File: config.mk
export PLATFORM = sky130hd
export DESIGN_NAME = flag_branch_unit
export DESIGN_NICKNAME = d
export VERILOG_FILES = /design/src/rtl/flag_branch_unit.sv
export SDC_FILE = /design/constraint.sdc
export NUM_CORES = 1
export LEC_CHECK = 0
export BUFFER_PORTS_ARGS = -buffer_cell sky130_fd_sc_hd__buf_4
export CORE_ASPECT_RATIO = 0.5
export CORE_MARGIN = 2
export CORE_UTILIZATION = 34
export CTS_CLUSTER_SIZE = 14
export DETAILED_ROUTE_END_ITERATION = 7
export GPL_TIMING_DRIVEN = 0
export SETUP_SLACK_MARGIN = 0.02
export SLEW_MARGIN = 20
export SYNTH_ARGS = -nofsm -noshare
export SYNTH_HDL_FRONTEND = slang
export SYNTH_SLANG_ARGS = --single-unit
export TNS_END_PERCENT = 50
File: constraint.sdc
create_clock -name clk -period 3.35 [get_ports clk]
set_clock_uncertainty 0.1 [all_clocks]
set_input_delay 0.5025 -clock clk [delete_from_list [all_inputs] [get_ports clk]]
set_output_delay 0.5025 -clock clk [all_outputs]
set_load 0.02 [all_outputs]
File: src/rtl/flag_branch_unit.sv
// flag_branch_unit: Z/V/N flag register plus conditional branch resolution.
// Registers the ALU flag bus {Z,V,N}, evaluates B/BR conditions with
// same-cycle flag bypass, and issues a registered one-cycle PC redirect
// and flush. REDIRECT ignores the wrong-path slot behind a taken branch.
// Optional feature macro: FLAG_BRANCH_STATS_EN (saturating taken/not-taken
// counters); when undefined both statistic outputs read zero.
module flag_branch_unit (
  input  logic        clk,
  input  logic        rst_n,
  input  logic        flags_valid,
  input  logic [2:0]  flags_in,
  input  logic        flag_pend,
  input  logic        br_valid,
  output logic        br_ready,
  input  logic        br_is_reg,
  input  logic [2:0]  br_cond,
  input  logic [15:0] br_pc_plus2,
  input  logic [8:0]  br_imm,
  input  logic [15:0] br_reg_target,
  output logic [2:0]  flags_out,
  output logic        redirect_valid,
  output logic [15:0] redirect_pc,
  output logic        flush,
  output logic [15:0] stat_taken,
  output logic [15:0] stat_not_taken
);

  localparam int unsigned DW = 16;

  typedef enum logic {IDLE, REDIRECT} state_t;

  state_t          state;
  logic [2:0]      flag_q;
  logic [2:0]      eff_flags_c;
  logic            flag_z_c;
  logic            flag_v_c;
  logic            flag_n_c;
  logic            cond_true_c;
  logic            br_accept_c;
  logic [DW-1:0]   target_c;

  // Ready only in IDLE with no pending flag writer, and never while in reset
  assign br_ready = rst_n & (state == IDLE) & ~flag_pend;
  assign br_accept_c = br_valid & br_ready;

  // Same-cycle ALU flags take precedence over the stored register
  assign eff_flags_c = flags_valid ? flags_in : flag_q;
  assign flag_z_c    = eff_flags_c[2];
  assign flag_v_c    = eff_flags_c[1];
  assign flag_n_c    = eff_flags_c[0];

  // Condition code decode against the effective flags
  always_comb begin
    cond_true_c = 1'b0;
    case (br_cond)
      3'b000:  cond_true_c = ~flag_z_c;
      3'b001:  cond_true_c = flag_z_c;
      3'b010:  cond_true_c = ~flag_z_c & ~flag_n_c;
      3'b011:  cond_true_c = flag_n_c;
      3'b100:  cond_true_c = flag_z_c | (~flag_z_c & ~flag_n_c);
      3'b101:  cond_true_c = flag_n_c | flag_z_c;
      3'b110:  cond_true_c = flag_v_c;
      default: cond_true_c = 1'b1;
    endcase
  end

  // Branch target: sign-extended word offset scaled to bytes, wraps mod 2^16
  assign target_c = br_is_reg ? br_reg_target
                              : DW'(br_pc_plus2 + {{6{br_imm[8]}}, br_imm, 1'b0});

  assign flags_out = flag_q;

  // Flag register, branch FSM and registered redirect outputs
  always_ff @(posedge clk or negedge rst_n) begin
    if (!rst_n) begin
      state          <= IDLE;
      flag_q         <= 3'b000;
      redirect_valid <= 1'b0;
      flush          <= 1'b0;
      redirect_pc    <= '0;
    end else begin
      redirect_valid <= 1'b0;
      flush          <= 1'b0;
      case (state)
        IDLE: begin
          if (flags_valid) flag_q <= flags_in;
          if (br_accept_c && cond_true_c) begin
            state          <= REDIRECT;
            redirect_valid <= 1'b1;
            flush          <= 1'b1;
            redirect_pc    <= target_c;
          end
        end
        REDIRECT: state <= IDLE;
        default:  state <= IDLE;
      endcase
    end
  end

`ifdef FLAG_BRANCH_STATS_EN
  logic [DW-1:0] taken_q;
  logic [DW-1:0] not_taken_q;

  // Saturating per-outcome counters of accepted branches
  always_ff @(posedge clk or negedge rst_n) begin
    if (!rst_n) begin
      taken_q     <= '0;
      not_taken_q <= '0;
    end else if (br_accept_c) begin
      if (cond_true_c) begin
        if (taken_q != 16'hFFFF) taken_q <= taken_q + DW'(1);
      end else begin
        if (not_taken_q != 16'hFFFF) not_taken_q <= not_taken_q + DW'(1);
      end
    end
  end

  assign stat_taken     = taken_q;
  assign stat_not_taken = not_taken_q;
`else
  assign stat_taken     = 16'h0000;
  assign stat_not_taken = 16'h0000;
`endif

endmodule

==> summary.md <==
| Metric | Value |
|---|---|
| RR Startpoint | flags_out[0] |
| Root Buffer Master | clkbuf_16 |
| Worst vdd rail ir drop | 0.000220 V |
| CP Launch Point | br_pc_plus2[1] |
| Ys async rst share | 100% |
| Setup crit start kind | primary input |
| Critical path type | primary input to flop |
| Area of the core | around 5600 sq um |
| I/O pin count | between 100 and 150 |
| Clk Latency, worst-skew pair | approximately 0.25 ns |
| Post-synth EDFFs | 0 |
| Post-synthesis cell area | roughly 2000 sq um |
| Post-DP HPWL | approximately 4.1 mm |
| Leading area contributor after synthesis | dfrtp_1 |
| DR WL/cell | about 12 um |
| Worst relative slew slack | between 50 and 60% |
| Switching power | between 0.0004 and 0.0005 W |
| Synth top area share | between 20% and 30% |
| Final Util | between 50% and 60% |
| Internal Power | 0.000783 W |
| Cell variety after synth | 48 |
| # clock sinks | 20 |
| Drt drc | 0 |
| Clk pwr share | 21.5% |
| Num CTS Buffers | 3 |
| Largest net degree at the start of global routing | 23 |
| Site Rows | 19 |
| Worst EP required | about 3.4 ns |
| Post-Synthesis Cells | roughly 230 |
| Pwr per Cell Area | 434 nW/um^2 |
| Max Freq | 406 MHz |
| Sw Ratio | 36.9% |
| Starting DRT DRC Count | 37 |
| First-pass GRT wire length | approximately 8.2 mm |
| Final nets | 407 |
| Leak Pwr | roughly 1.4 nW |
| H-tree depth | 1 |
| Post-layout minimum cycle time | between 2 and 2.5 ns |
| Status | finished, final reports clean |
| Ant diodes | 0 |
| Final Max Tran Viols | 0 |
| Worst-path clk slew | ~0.060 ns |
| Initial Util | between 30% and 40% |
| Die Span Y | 58.3 um |
| Gr ovfl total | 0 |
| Synth Area per Inst | between 8 and 9 sq um |
| Worst path arrival time | 2.49 ns |
| Number of max-cap violations | 0 |
| Sequential power share | between 20% and 30% |
| Antenna Nets Post-Route | 0 |
| Setup Viol. Count Final | 0 |
| Overall Global Routing Usage | 15.4% |
| Setup TNS | 0 ns |
| RSZ-0062 raised after global routing | false |
| Worst path max stage delay | 0.38 ns |
| Post CTS Setup Buffer Count | 0 |
| DR vias/cell | 4.52 |
| Final GP Congestion | between 0.8 and 0.9 |
| CP Max Fanout | 5 |
| Cts hold-fix bufs | 0 |
| CTS tree | built |
| Slew of the pin with the lowest slew margin | between 0.6 and 0.7 ns |
| Die area | about 6600 sq um |
| Gates resized, CTS repair | 0 |
| Worst min path class | primary input to asynchronous set/reset pin |
| PortBufs | 74 |
| Ys flop type | dfrtp_1 |
| Post-Route WL | 4.97 mm |
| Maximum clock insertion buffer count | 2 |
| Antenna violations before repair | 0 |
| Layout area overhead | 42.4% |
| Via count | roughly 1,900 |
| Count of final hold-check violations | 0 |
| Pre-antenna DRT Iters | 4 |
| Crit path cell chain | buf_4 > ha_1 > inv_1 > fa_1 > nand2b_1 > a21oi_1 > o211ai_1 > a31oi_1 > mux2i_1 > nand3_1 |
| Ys Warns | 0 |
| Synth area leaders | dfrtp_1 25%, buf_4 12%, ha_1 8.7% |
| Seq cells post-synth | 20 |
| Share of cells above drive strength 1 | between 30% and 40% |
| Period utilisation layout | around 74% |
| Die Width | ~110 um |
| CP max stage cell | fa_1 |
| Crit. End Element | flop |
| Sequential share of the synthesized area | around 25% |
| Combinational share of power | between 40% and 50% |
| Vias in the first global route | roughly 1,800 |
[state kept, by name (all words and copies together) (netlist names)]
register and count:
redirect_pc 16, flags_out 3, flush 1
[area by class of cell]
| type | count | area (sq um) |
|---|---|---|
| fill | 550 | 2730 |
| multi-input combinational | 191 | 1270 |
| timing repair buffer | 74 | 556 |
| sequential | 20 | 500 |
| buffer | 39 | 318 |
| tap | 73 | 91.3 |
| clock buffer | 4 | 88.8 |
| inverter | 10 | 37.5 |
[cell usage in the layout, fill, tap and decap left out, drive strengths merged, types with 2 or more instances in the layout]
master	n
buf	111
conb	32
a21oi	28
dfrtp	20
nor2	18
ha	14
nand3	12
inv	10
nand2	10
mux2i	9
xnor2	7
nand2b	6
o21ai	6
clkbuf	6
o211ai	5
mux2	4
nor3	4
a211oi	3
o21bai	3
a31oi	3
o21a	3
and3	3
nor3b	2
nor4b	2
a21boi	2
[cell families after synthesis]
logic type	count (synthesis)	share of synthesized area [%]
XOR/XNOR	8	3.49
AND/OR/NAND/NOR	61	15.9
adder cells (fa/ha/maj)	15	9.72
multiplexers	13	6.73
other	1	0.187
AO/OA/AOI/OAI	62	21.4
buffers and inverters	49	17.7
flip-flops	20	24.9
[Yosys cell counts, types with 4 or more instances]
cell type  instances
dfrtp_1           20
inv_1             10
a21oi_2            9
ha_1              14
o211ai_1           4
nand2_1            9
nor2_1            18
o21ai_0            4
xnor2_1            7
a21oi_1           19
nor3_1             4
nand2b_1           6
mux2i_1            9
nand3_1           12
buf_4             33
mux2_2             4
[power by group through the flow]
stage	clock network [W]	logic (W)	registers [W]
after floorplan	0	0.000288	0.000454
after global placement	0	0.000605	0.000362
after detailed placement	0	0.000612	0.000367
after CTS	0.000273	0.000614	0.000363
after global routing	0.000280	0.000666	0.000373
final	0.000267	0.000612	0.000361
[metal layers]
layer	wire length (um)	GRT usage (%)	up-vias
met5	0	0	-
met1	2380	21.0	812
met4	34	3.14	0
met3	340	2.68	2
met2	2210	26.3	66
li1	-	-	976
[worst max-delay path: cells and delay by family]
kind,cells,cell delay [ns]
AO/OA/AOI/OAI,3,0.79
adder cells (fa/ha/maj),2,0.54
buffers and inverters,2,0.14
multiplexers,1,0.25
AND/OR/NAND/NOR,2,0.27
[stage by stage]
stage                     cell area (sq um)  hold WS [ns]  cells  worst slack (ns)  power (W)
after global routing                   2860        0.0513    411             0.824    0.00132
after detailed placement               2770         0.302    407             0.685   0.000979
final                                  2860        0.0274    411             0.885    0.00124
after global placement                 2770         0.304    407             0.685   0.000967
after CTS                              2860        0.0364    411             0.920    0.00125
after floorplan                        2120         0.107    260              1.04   0.000742
[path summary, 6_finish.rpt]
check | to | slack [ns] | depth (start not counted)
worst min-delay path | redirect_pc[1] | 0.03 | 1
min in group clk | redirect_pc[14] | 0.40 | 3
worst max-delay path | redirect_pc[15] | 0.89 | 10
worst max register to register | redirect_pc[11] | 1.40 | 7
worst min register to register | redirect_pc[10] | 0.40 | 1
max in group asynchronous | redirect_pc[2] | 2.90 | 1
No activity file was read; power rests on OpenSTA's default activity.
